### config.mk
export PLATFORM = sky130hd
export DESIGN_NAME = int_div_unit_flat
export DESIGN_NICKNAME = d
export VERILOG_FILES = /design/src/rtl/int_div_unit_if.sv /design/src/rtl/int_div_unit.sv /design/src/flat_wrapper.sv
export SDC_FILE = /design/constraint.sdc
export NUM_CORES = 1
export LEC_CHECK = 0
export ABC_AREA = 1
export BUFFER_PORTS_ARGS = -buffer_cell sky130_fd_sc_hd__buf_2
export CAP_MARGIN = 20
export CORE_MARGIN = 3
export CORE_UTILIZATION = 50
export DETAILED_ROUTE_END_ITERATION = 7
export PLACE_DENSITY_LB_ADDON = 0.08
export SETUP_SLACK_MARGIN = 0.02
export SYNTH_ARGS = -nofsm -noshare
export SYNTH_HDL_FRONTEND = slang
export SYNTH_SLANG_ARGS = --single-unit
### constraint.sdc
create_clock -name clk -period 3.9 [get_ports clk]
set_clock_uncertainty 0.05 [all_clocks]
set_input_delay 0.78 -clock clk [delete_from_list [all_inputs] [get_ports clk]]
set_output_delay 0.78 -clock clk [all_outputs]
set_load 0.02 [all_outputs]
### src/rtl/int_div_unit_if.sv
// Issue/writeback port bundle for the iterative integer divider.
// Both sides use valid/ready: a transfer happens on a rising clock edge where valid and ready are both high;
// the sender holds valid and its payload stable until that edge, and ready may depend combinationally on the receiver's state.
interface int_div_unit_if #(
  parameter int XLEN          = 32,
  parameter int ROB_IDX_WIDTH = 6,
  parameter int PREG_WIDTH    = 7
);
  logic                     in_valid;
  logic                     in_ready;
  logic [1:0]               in_op;
  logic                     in_word;
  logic [XLEN-1:0]          in_rs1;
  logic [XLEN-1:0]          in_rs2;
  logic [ROB_IDX_WIDTH-1:0] in_rob_idx;
  logic [PREG_WIDTH-1:0]    in_rd;
  logic                     in_we;
  logic                     flush;
  logic                     out_valid;
  logic                     out_ready;
  logic [XLEN-1:0]          out_res;
  logic [ROB_IDX_WIDTH-1:0] out_rob_idx;
  logic [PREG_WIDTH-1:0]    out_rd;
  logic                     out_we;
  logic [2:0]               dbg_state;

  modport master (
    output in_valid, in_op, in_word, in_rs1, in_rs2, in_rob_idx, in_rd, in_we, flush, out_ready,
    input  in_ready, out_valid, out_res, out_rob_idx, out_rd, out_we, dbg_state
  );

  modport slave (
    input  in_valid, in_op, in_word, in_rs1, in_rs2, in_rob_idx, in_rd, in_we, flush, out_ready,
    output in_ready, out_valid, out_res, out_rob_idx, out_rd, out_we, dbg_state
  );
endinterface

### src/rtl/int_div_unit.sv
// Iterative restoring divider for DIV/DIVU/REM/REMU (and optional word forms),
// retiring RADIX_BITS quotient bits per ITER cycle; divide-by-zero and overflow finish from PRE.
module int_div_unit #(
  parameter int XLEN          = 32,
  parameter int RADIX_BITS    = 1,
  parameter int WORD_SUPPORT  = 0,
  parameter int ROB_IDX_WIDTH = 6,
  parameter int PREG_WIDTH    = 7
) (
  input logic           clk,
  input logic           rst,
  int_div_unit_if.slave io
);

  localparam int RW    = XLEN + 2;
  localparam int CNT_W = $clog2(XLEN);
  localparam logic [CNT_W-1:0] K_FULL_M1 = CNT_W'(XLEN / RADIX_BITS - 1);
  localparam logic [CNT_W-1:0] K_WORD_M1 = CNT_W'(32 / RADIX_BITS - 1);
  localparam logic [XLEN-1:0]  ALL_ONES  = {XLEN{1'b1}};
  localparam logic [XLEN-1:0]  MOST_NEG  = {1'b1, {(XLEN-1){1'b0}}};

  localparam logic [2:0] IDLE = 3'd0;
  localparam logic [2:0] PRE  = 3'd1;
  localparam logic [2:0] ITER = 3'd2;
  localparam logic [2:0] POST = 3'd3;
  localparam logic [2:0] DONE = 3'd4;

  logic [2:0]               state_q, state_d;
  logic [1:0]               op_q;
  logic                     word_q;
  logic [XLEN-1:0]          a_q, b_q;
  logic [XLEN-1:0]          r_q, q_q, d_q;
  logic [RW-1:0]            d3_q;
  logic [CNT_W-1:0]         cnt_q;
  logic                     q_neg_q, r_neg_q;
  logic [XLEN-1:0]          res_q;
  logic [ROB_IDX_WIDTH-1:0] rob_q;
  logic [PREG_WIDTH-1:0]    rd_q;
  logic                     we_q;

  logic accept, out_hs;

  assign io.in_ready = ~io.flush & ((state_q == IDLE) | ((state_q == DONE) & io.out_ready));
  assign accept      = io.in_valid & io.in_ready;
  assign out_hs      = (state_q == DONE) & io.out_ready;

  assign io.out_valid   = (state_q == DONE);
  assign io.out_res     = res_q;
  assign io.out_rob_idx = rob_q;
  assign io.out_rd      = rd_q;
  assign io.out_we      = we_q;
  assign io.dbg_state   = state_q;

  // ---------------- PRE: operand conditioning and special cases ----------------
  logic            is_signed, s1, s2, div0, ovf;
  logic [XLEN-1:0] a_ext, b_ext, a_abs, b_abs, q_init, div_word, spec_res;

  always_comb begin
    is_signed = ~op_q[0];
    if (word_q) begin
      a_ext = is_signed ? XLEN'($signed(a_q[31:0])) : XLEN'(a_q[31:0]);
      b_ext = is_signed ? XLEN'($signed(b_q[31:0])) : XLEN'(b_q[31:0]);
    end else begin
      a_ext = a_q;
      b_ext = b_q;
    end
    s1    = is_signed & a_ext[XLEN-1];
    s2    = is_signed & b_ext[XLEN-1];
    a_abs = s1 ? -a_ext : a_ext;
    b_abs = s2 ? -b_ext : b_ext;
    // Word dividends sit at the top of q so 32/RADIX_BITS shifts consume them exactly.
    q_init = word_q ? (a_abs << (XLEN - 32)) : a_abs;
    div0   = (b_ext == '0);
    if (word_q) ovf = is_signed & (a_q[31:0] == 32'h8000_0000) & (b_q[31:0] == 32'hFFFF_FFFF);
    else        ovf = is_signed & (a_q == MOST_NEG) & (b_q == ALL_ONES);
    div_word = word_q ? XLEN'($signed(a_q[31:0])) : a_q;
    if (div0) spec_res = op_q[1] ? div_word : ALL_ONES;
    else      spec_res = op_q[1] ? '0 : div_word;
  end

  // ---------------- ITER: one restoring step of RADIX_BITS bits ----------------
  logic [XLEN+RADIX_BITS-1:0] sh_cat;
  logic [RW-1:0]              sh, d1, d2, r_sub;
  logic [1:0]                 qbits;
  logic [XLEN-1:0]            q_next;

  always_comb begin
    sh_cat = {r_q, q_q[XLEN-1 -: RADIX_BITS]};
    sh     = RW'(sh_cat);
    d1     = RW'(d_q);
    d2     = RW'(d_q) << 1;
    qbits  = 2'b00;
    r_sub  = sh;
    if (RADIX_BITS == 2) begin
      if (sh >= d3_q) begin
        qbits = 2'b11;
        r_sub = sh - d3_q;
      end else if (sh >= d2) begin
        qbits = 2'b10;
        r_sub = sh - d2;
      end else if (sh >= d1) begin
        qbits = 2'b01;
        r_sub = sh - d1;
      end
    end else begin
      if (sh >= d1) begin
        qbits = 2'b01;
        r_sub = sh - d1;
      end
    end
    q_next = (q_q << RADIX_BITS) | XLEN'(qbits);
  end

  logic unused_bits;
  assign unused_bits = ^r_sub[RW-1:XLEN];

  // ---------------- POST: sign fix-up and result select ----------------
  logic [XLEN-1:0] q_fin, r_fin, sel, post_res;

  always_comb begin
    q_fin    = q_neg_q ? -q_q : q_q;
    r_fin    = r_neg_q ? -r_q : r_q;
    sel      = op_q[1] ? r_fin : q_fin;
    post_res = word_q ? XLEN'($signed(sel[31:0])) : sel;
  end

  // ---------------- FSM ----------------
  always_comb begin
    state_d = state_q;
    case (state_q)
      IDLE: if (accept) state_d = PRE;
      PRE:  state_d = (div0 | ovf) ? DONE : ITER;
      ITER: if (cnt_q == '0) state_d = POST;
      POST: state_d = DONE;
      DONE: if (out_hs) state_d = accept ? PRE : IDLE;
      default: state_d = IDLE;
    endcase
    if (io.flush) state_d = IDLE;
  end

  always_ff @(posedge clk or negedge rst) begin
    if (!rst) begin
      state_q <= IDLE;
      op_q    <= '0;
      word_q  <= 1'b0;
      a_q     <= '0;
      b_q     <= '0;
      r_q     <= '0;
      q_q     <= '0;
      d_q     <= '0;
      d3_q    <= '0;
      cnt_q   <= '0;
      q_neg_q <= 1'b0;
      r_neg_q <= 1'b0;
      res_q   <= '0;
      rob_q   <= '0;
      rd_q    <= '0;
      we_q    <= 1'b0;
    end else begin
      state_q <= state_d;
      if (accept) begin
        op_q   <= io.in_op;
        word_q <= (WORD_SUPPORT != 0) && (XLEN == 64) && io.in_word;
        a_q    <= io.in_rs1;
        b_q    <= io.in_rs2;
        rob_q  <= io.in_rob_idx;
        rd_q   <= io.in_rd;
        we_q   <= io.in_we;
      end
      case (state_q)
        PRE: begin
          r_q     <= '0;
          q_q     <= q_init;
          d_q     <= b_abs;
          d3_q    <= RW'(b_abs) + (RW'(b_abs) << 1);
          cnt_q   <= word_q ? K_WORD_M1 : K_FULL_M1;
          q_neg_q <= s1 ^ s2;
          r_neg_q <= s1;
          if (div0 | ovf) res_q <= spec_res;
        end
        ITER: begin
          r_q   <= r_sub[XLEN-1:0];
          q_q   <= q_next;
          cnt_q <= cnt_q - 1'b1;
        end
        POST:    res_q <= post_res;
        default: ;
      endcase
    end
  end

endmodule

### src/flat_wrapper.sv
// flat-port wrapper written by rule: the top's interface ports become plain ports
module int_div_unit_flat 
#(
  parameter int XLEN          = 32,
  parameter int RADIX_BITS    = 1,
  parameter int WORD_SUPPORT  = 0,
  parameter int ROB_IDX_WIDTH = 6,
  parameter int PREG_WIDTH    = 7
)
  (clk, rst, io_in_valid, io_in_op, io_in_word, io_in_rs1, io_in_rs2, io_in_rob_idx, io_in_rd, io_in_we, io_flush, io_out_ready, io_in_ready, io_out_valid, io_out_res, io_out_rob_idx, io_out_rd, io_out_we, io_dbg_state);
  int_div_unit_if #(.XLEN(XLEN), .ROB_IDX_WIDTH(ROB_IDX_WIDTH), .PREG_WIDTH(PREG_WIDTH)) io_i ();
  input logic clk;
  input logic rst;
  input wire logic [$bits(io_i.in_valid)-1:0] io_in_valid;
  input wire logic [$bits(io_i.in_op)-1:0] io_in_op;
  input wire logic [$bits(io_i.in_word)-1:0] io_in_word;
  input wire logic [$bits(io_i.in_rs1)-1:0] io_in_rs1;
  input wire logic [$bits(io_i.in_rs2)-1:0] io_in_rs2;
  input wire logic [$bits(io_i.in_rob_idx)-1:0] io_in_rob_idx;
  input wire logic [$bits(io_i.in_rd)-1:0] io_in_rd;
  input wire logic [$bits(io_i.in_we)-1:0] io_in_we;
  input wire logic [$bits(io_i.flush)-1:0] io_flush;
  input wire logic [$bits(io_i.out_ready)-1:0] io_out_ready;
  output wire logic [$bits(io_i.in_ready)-1:0] io_in_ready;
  output wire logic [$bits(io_i.out_valid)-1:0] io_out_valid;
  output wire logic [$bits(io_i.out_res)-1:0] io_out_res;
  output wire logic [$bits(io_i.out_rob_idx)-1:0] io_out_rob_idx;
  output wire logic [$bits(io_i.out_rd)-1:0] io_out_rd;
  output wire logic [$bits(io_i.out_we)-1:0] io_out_we;
  output wire logic [$bits(io_i.dbg_state)-1:0] io_dbg_state;
  assign io_i.in_valid = io_in_valid;
  assign io_i.in_op = io_in_op;
  assign io_i.in_word = io_in_word;
  assign io_i.in_rs1 = io_in_rs1;
  assign io_i.in_rs2 = io_in_rs2;
  assign io_i.in_rob_idx = io_in_rob_idx;
  assign io_i.in_rd = io_in_rd;
  assign io_i.in_we = io_in_we;
  assign io_i.flush = io_flush;
  assign io_i.out_ready = io_out_ready;
  assign io_in_ready = io_i.in_ready;
  assign io_out_valid = io_i.out_valid;
  assign io_out_res = io_i.out_res;
  assign io_out_rob_idx = io_i.out_rob_idx;
  assign io_out_rd = io_i.out_rd;
  assign io_out_we = io_i.out_we;
  assign io_dbg_state = io_i.dbg_state;
  int_div_unit #(.XLEN(XLEN), .RADIX_BITS(RADIX_BITS), .WORD_SUPPORT(WORD_SUPPORT), .ROB_IDX_WIDTH(ROB_IDX_WIDTH), .PREG_WIDTH(PREG_WIDTH)) u_core (.clk(clk), .rst(rst), .io(io_i));
endmodule
; ---- After elaboration in Yosys (flattened, before gate mapping)
; Cells that the tools add are included.
[classes]
eq_ne = 10
mux = 22
addsub = 6
n_lt_le_gt_ge = 1
bitwise_logic = 13
n_reduce_logical = 7
[op_table]
columns = cell, count
row1 = 32-bit two-way mux, 10
row2 = 32-bit one-hot mux with 2 select lines, 3
row3 = 32-bit negation, 4
row4 = "32-bit equality test, second input constant", 2
row5 = 33-bit by 32-bit >= comparator with 1-bit output, 1
row6 = 32-bit logical NOT, 1
row7 = 32-bit by 1-bit bitwise OR with 32-bit output, 1
row8 = 32-bit subtractor, 1
row9 = 3-bit two-way mux, 5
row10 = 3-bit one-hot mux with 5 select lines, 1
row11 = 5-bit one-hot mux with 2 select lines, 1
row12 = "3-bit by 2-bit inequality test with 1-bit output, second input constant", 3
row13 = 1-bit AND, 7
row14 = "3-bit by 2-bit equality test with 1-bit output, second input constant", 2
row15 = 5-bit logical NOT, 1
row16 = "5-bit by 1-bit subtractor with 5-bit output, second input constant", 1
row17 = 2-bit nonzero test, 2
row18 = "3-bit by 1-bit equality test with 1-bit output, second input constant", 1
row19 = "3-bit equality test, second input constant", 1
row20 = 3-bit logical NOT, 1
row21 = 3-bit AND reduction, 1
row22 = 1-bit two-way mux, 2
row23 = "2-bit by 1-bit inequality test with 1-bit output, second input constant", 1
row24 = 1-bit NOT, 2
row25 = 3 further kinds, 4
[totals]
in_bits = 86
elab_cells = 73
ff_bits = 218
output_inout_bits = 51

; ---- Depth between registers and ports, before layout
[logic_depth]
depth_word = 9
depth_mapped = 18
ltp_nobuf = 16

; ---- Worst setup path after synthesis
; No wires, ideal clock.
[synth_path]
path_type = input port to flip-flop
startpoint = input port io_flush
endpoint = register u_core.state_q[0] (netlist: u_core.io.dbg_state[0])
setup_time_ns = 0.065
n_path_buf = 1
stages = 7
t_required_ns = 3.785
setup_slack_ns = 1.674
arrival_ns = 2.111
path_cell_list = nor4_2 and2_1 buf_4 nor2_1 o21ai_0 o211ai_1 inv_1
[synth_via]
elab_chain_len = 7
word_cells_on_any_way = 11
cone_classes = eq/ne (3) / mux (4) / bitwise (3) / reduce/logical (1)
[synth_lines]
columns = element, line
row1 = start: declaration, flat_wrapper.sv:22  ; input wire logic [$bits(io_i.flush)-1:0] io_flush;
row2 = 1-bit NOT, int_div_unit.sv:43  ; assign io.in_ready = ~io.flush & ((state_q == IDLE) | ((state_q == DONE) & io.out_ready));
row3 = 1-bit AND, int_div_unit.sv:43
row4 = 1-bit AND, int_div_unit.sv:44  ; assign accept = io.in_valid & io.in_ready;
row5 = 1-bit two-way mux, int_div_unit.sv:135  ; DONE: if (out_hs) state_d = accept ? PRE : IDLE;
row6 = 3-bit two-way mux, int_div_unit.sv:135
row7 = 3-bit one-hot mux with 5 select lines, int_div_unit.sv:130  ; case (state_q)
row8 = 3-bit two-way mux, int_div_unit.sv:138  ; if (io.flush) state_d = IDLE;
row9 = end signal: assignment, int_div_unit.sv:160  ; state_q <= state_d;
row10 = end: declaration, int_div_unit.sv:28  ; logic [2:0] state_q, state_d;
; Parallel ways exist; a longest one is shown, timed or not. The select of a mux whose other input is x is not followed.
; A chain may end at the register's enable or synchronous reset.

; ---- Worst setup path after layout
[layout_path]
startpoint = register u_core.b_q[0] (netlist: u_core.b_ext[0])
endpoint = register u_core.res_q[4] (netlist: u_core.io.out_res[4])
[layout_via]
elab_chain_len = 5
word_cells_on_any_way = 9
cone_classes = eq/ne (2) / mux (3) / bitwise (2) / reduce/logical (2)
[layout_lines]
columns = element, line
row1 = start: declaration, int_div_unit.sv:31  ; logic [XLEN-1:0] a_q, b_q;
row2 = start signal: assignment, int_div_unit.sv:165  ; b_q <= io.in_rs2;
row3 = 32-bit equality test, -
row4 = 1-bit AND, -
row5 = 1-bit bitwise OR, int_div_unit.sv:179  ; if (div0 | ovf) res_q <= spec_res;
row6 = 2-bit by 1-bit inequality test with 1-bit output (no source line), -
row7 = 2-bit AND reduction (no source line), -
row8 = end signal: assignment, int_div_unit.sv:179
row9 = end signal: assignment, int_div_unit.sv:186  ; POST: res_q <= post_res;
row10 = end: declaration, int_div_unit.sv:36  ; logic [XLEN-1:0] res_q;
; Parallel ways exist; a longest one is shown, timed or not. The select of a mux whose other input is x is not followed.

==> impl.org <==
** Logic synthesis
- Summing the areas of all fa, ha and maj instances in the mapped netlist gives 3.12% of the synthesized area.
- In this run, synthesis inferred 0 flip-flops with an integrated enable.
- The synthesized netlist devotes 39.0% of its cell area to simple gates.
- Synth top area share :: 33.6%
- Avg Synthesized Cell Area :: 6.41 um2
- The cell count after synthesis came out at 2538.
- Sequential fraction of the synthesis area :: 33.6%
- After synthesis, the share of cell area in mux cells is 0%.
- The number of nets handed over by synthesis was 2664.
- For this run, the leading register cell type out of synthesis is sky130_fd_sc_hd__dfrtp_1.
- Share of flip-flops with an asynchronous set or reset :: 100%
- Number of warnings reported in the yosys synthesis log :: 0
- By area the synthesized netlist is led by sky130_fd_sc_hd__dfrtp_1 34%, sky130_fd_sc_hd__nand2_1 19%, sky130_fd_sc_hd__nand3_1 10%.
- In this run, synthesis produced a sequential element count of 218.
- Combinational family with the most area after synthesis :: simple AND/OR/NAND/NOR gates
- Xor and xnor area share after synthesis :: 3.07%
- Cell variety after synth :: 48
- Summing the areas of all compound-gate instances in the mapped netlist gives 10.8% of the synthesized area.
- Area of the mapped netlist :: 0.0163 mm2
- Area leader, netlist :: sky130_fd_sc_hd__dfrtp_1

** Pwr
- Across the VDD grid, the largest voltage drop is 0.382 mV.
- In this run the power density over the cells is 981 mW/mm2.
- Static Leakage :: 9.54 nW

** Timing
- Final hold violation count :: 0
- Setup violations remaining at the end of the flow were counted as 0.
- Final critical-path share of the clock period :: 73.3%
- Fin Setup TNS :: 0 ps
- Post-route worst setup slack :: 1040 ps
- Static timing analysis puts the maximum clock frequency at 350 MHz.
- Tightest Pin Transition :: 901 ps
- The max-slew violation count is 0.
- Unrepaired setup endpoints after global routing :: no
- After layout, the minimum clock period comes to 2860 ps.
- Worst relative slew slack :: 40.0%

** Place
- OpenSTA, run right after detailed placement, puts the worst setup slack at 1110 ps.
- In this run the tool buffered the top-level ports with 135 buffer cells.
- Once placement completed, the tool counted placed cells totaling 3034.
- Estimated wirelength of the detail-placed design :: 42100 um
- The congestion estimate from routability-driven global placement came to 0.980.
- DP Area :: 0.0172 mm2

** Route
- The first TritonRoute pass finished after 7 iterations.
- Total number of vias :: 17057
- In this run, the number of DRC markers left after iteration 0 of detailed routing was 2011.
- The detail route stage leaves a number of antenna-violating nets equal to 0.
- In the routed layout, each cell is associated on average with a via count of 5.53.
- After detailed routing, the average wire length per cell comes to 17.8 um.
- The final layout contains routed wiring with a total length of 55000 um.
- After detailed routing, the number of remaining DRC violations is 0.

** Clock tree
- Post_cts resized :: 0
- After clock tree synthesis, the clock-pin slew on the worst setup and hold paths is 60 ps.
- Number of buffers on the longest clock path :: 3
- Setup fix buffers added after clock tree synthesis :: 0
- Clock tree from TritonCTS :: built
- The tree is rooted in a sky130_fd_sc_hd__clkbuf_16.
- Clock Latency Late Sink :: 570 ps
- Clock tree synthesis found a total of 218 sinks.
- Quantity of hold-fixing buffers added after cts :: 0
- In this run the number of H-tree levels came out at 1.
- TritonCTS created 26 clock buffers.

** Cells and area
- Relative to the synthesized area, the layout overhead comes to 11.5%.
- Proportion of layout cells with a drive suffix above 1 :: 10.0%
- In the final design database the tool counted 2753 nets.
- Core occupancy in the finished layout :: 57.0%
- Most common cell after layout, fill and taps aside :: sky130_fd_sc_hd__nand2_1
- Non-filler instance count after layout :: 3082
- Leading cell types in the layout, fill and taps excluded :: 834 x sky130_fd_sc_hd__nand2_1, 325 x sky130_fd_sc_hd__nand3_1, 304 x sky130_fd_sc_hd__inv_1
- Number of antenna repair diodes :: 0
- Post-route cell area :: 0.0181 mm2

** Floorplanning
- The floorplan step defined a core boundary enclosing 0.0318 mm2.
- Number of core rows :: 65
- 137 I/O pins were placed.
- The floorplan step set the die height to 186 um.
- Initial core utilization :: 51.1%
- DIE WIDTH :: 186 um
- The floorplan step defined a die boundary enclosing 0.0347 mm2.

** Worst setup path
- Walking the worst path, the cells encountered are inv_1, ha_1, nand3_1, nor2_4, nand4_2, buf_4, nand3_1, nand2_1, a21boi_0, o21ai_1.
- The number of buffers and inverters on the critical path is 2.
- Critical path data required time :: 4270 ps
- On the worst path, the slowest cell contributes a delay of 480 ps.
- The worst setup path is launched from a flop.
- STA puts the critical path data arrival time at 3230 ps.
- The critical path is of the flop to flop type.
- Kind of end point of the critical path :: flop
- Largest fanout of any net on the critical path :: 17
- Critical Path Slowest Stage Cell :: sky130_fd_sc_hd__nand4_2
- Among the stages of the critical path, the cell type that occurs most often is sky130_fd_sc_hd__nand3_1.
- In this design, the largest share of critical-path delay is due to simple AND/OR/NAND/NOR gates.

** Job
- The tool flagged a number of max-cap violations equal to 0.

** Global route
- Entering global routing, the biggest net connects 101 pins.
- First-pass GRT wire length :: 86700 um
- Antenna violations before repair :: 1
- Grt total ovfl :: 0
- The number of global-route vias before repair came to 15457.
- Total global routing track utilization :: 31.1%

** Run status
- The flow ran to the end, and the final reports show no timing, DRC or antenna violations.

** Hold path
- Path class of the lowest-slack min-delay path :: primary input to async pin
## through the flow
step	hold slack, ps	total power, mW
after CTS	253	17.6
after detailed placement	406	15.0
after global placement	402	14.8
after floorplan	394	11.9
final	216	17.8
after global routing	291	19.4
## where the power goes
group          switching [mW]  internal, mW  total (mW)
clock network            1.03          1.53        2.57
registers                1.04          3.17        4.21
logic                    7.52          3.49        11.0
total                    9.59          8.19        17.8
## cell type report
cell class | count | area [um2]
well taps | 435 | 544
multi-input cells | 1903 | 9110
flip-flops and latches | 218 | 5460
repair buffers | 160 | 898
clock inverters | 14 | 188
inverters | 318 | 1200
clock buffers | 34 | 731
fillers | 3241 | 13700
## logic make-up after synthesis
family | Yosys count
AOI/OAI and AO/OA | 314
xor gates and xnor gates | 57
adders and majority gates | 40
buffers and inverters | 417
DFF | 218
and+or+nand+nor | 1492
## cell usage after synthesis (8+ instances only)
| cell | number |
|---|---|
| sky130_fd_sc_hd__ha_1 | 39 |
| sky130_fd_sc_hd__buf_6 | 10 |
| sky130_fd_sc_hd__o221ai_1 | 16 |
| sky130_fd_sc_hd__xor2_1 | 44 |
| sky130_fd_sc_hd__clkbuf_1 | 44 |
| sky130_fd_sc_hd__a21oi_1 | 45 |
| sky130_fd_sc_hd__o21ai_1 | 32 |
| sky130_fd_sc_hd__inv_1 | 304 |
| sky130_fd_sc_hd__o21bai_1 | 17 |
| sky130_fd_sc_hd__nor2_2 | 18 |
| sky130_fd_sc_hd__nand2_1 | 834 |
| sky130_fd_sc_hd__o22ai_1 | 15 |
| sky130_fd_sc_hd__nor2_1 | 218 |
| sky130_fd_sc_hd__nand3_1 | 325 |
| sky130_fd_sc_hd__xnor2_1 | 13 |
| sky130_fd_sc_hd__nor3_1 | 22 |
| sky130_fd_sc_hd__nand2_2 | 12 |
| sky130_fd_sc_hd__buf_2 | 28 |
| sky130_fd_sc_hd__dfrtp_1 | 218 |
| sky130_fd_sc_hd__o211ai_1 | 10 |
| sky130_fd_sc_hd__nand4_1 | 38 |
| sky130_fd_sc_hd__buf_1 | 12 |
| sky130_fd_sc_hd__o21ai_0 | 168 |
| sky130_fd_sc_hd__inv_2 | 8 |
## layer usage
layer | global-route usage (%) | vias to the layer above | part of all wire, %
met2 | 45.4 | 789 | 41
met4 | 6.72 | 2 | 2.3
li1 | - | 8338 | -
met1 | 48.1 | 7850 | 47
met5 | 0 | - | 0.013
met3 | 5.52 | 78 | 9.5
## registers in the layout, indices dropped and copies added (netlist names)
signal and cells:
u_core.r_neg_q 1, u_core.d_q 32, u_core.a_ext 32, u_core.q_q 32, u_core.io.dbg_state 3, u_core.q_neg_q 1, u_core.r_q 32, u_core.cnt_q 5
u_core.io.out_rob_idx 6, u_core.io.out_we 1, u_core.io.out_res 32, u_core.io.out_rd 7, u_core.op_q 2, u_core.b_ext 32
## worst paths after layout
path / cells past startpoint / endpoint / start / slack (ps)
max in group asynchronous: 2 / u_core.d_q[9] / rst / 2650
hold / removal: 1 / u_core.r_q[29] / rst / 220
setup / recovery: 10 / u_core.io.out_res[4] / u_core.b_ext[0] / 1040
hold reg to reg: 2 / u_core.io.out_rd[3] / u_core.io.out_rd[3] / 420
min in group clk: 3 / u_core.io.out_rob_idx[1] / io_in_rob_idx[1] / 360
setup reg to reg: 10 / u_core.io.out_res[4] / u_core.b_ext[0] / 1040
Note: power is estimated with default switching activity, not from simulation.
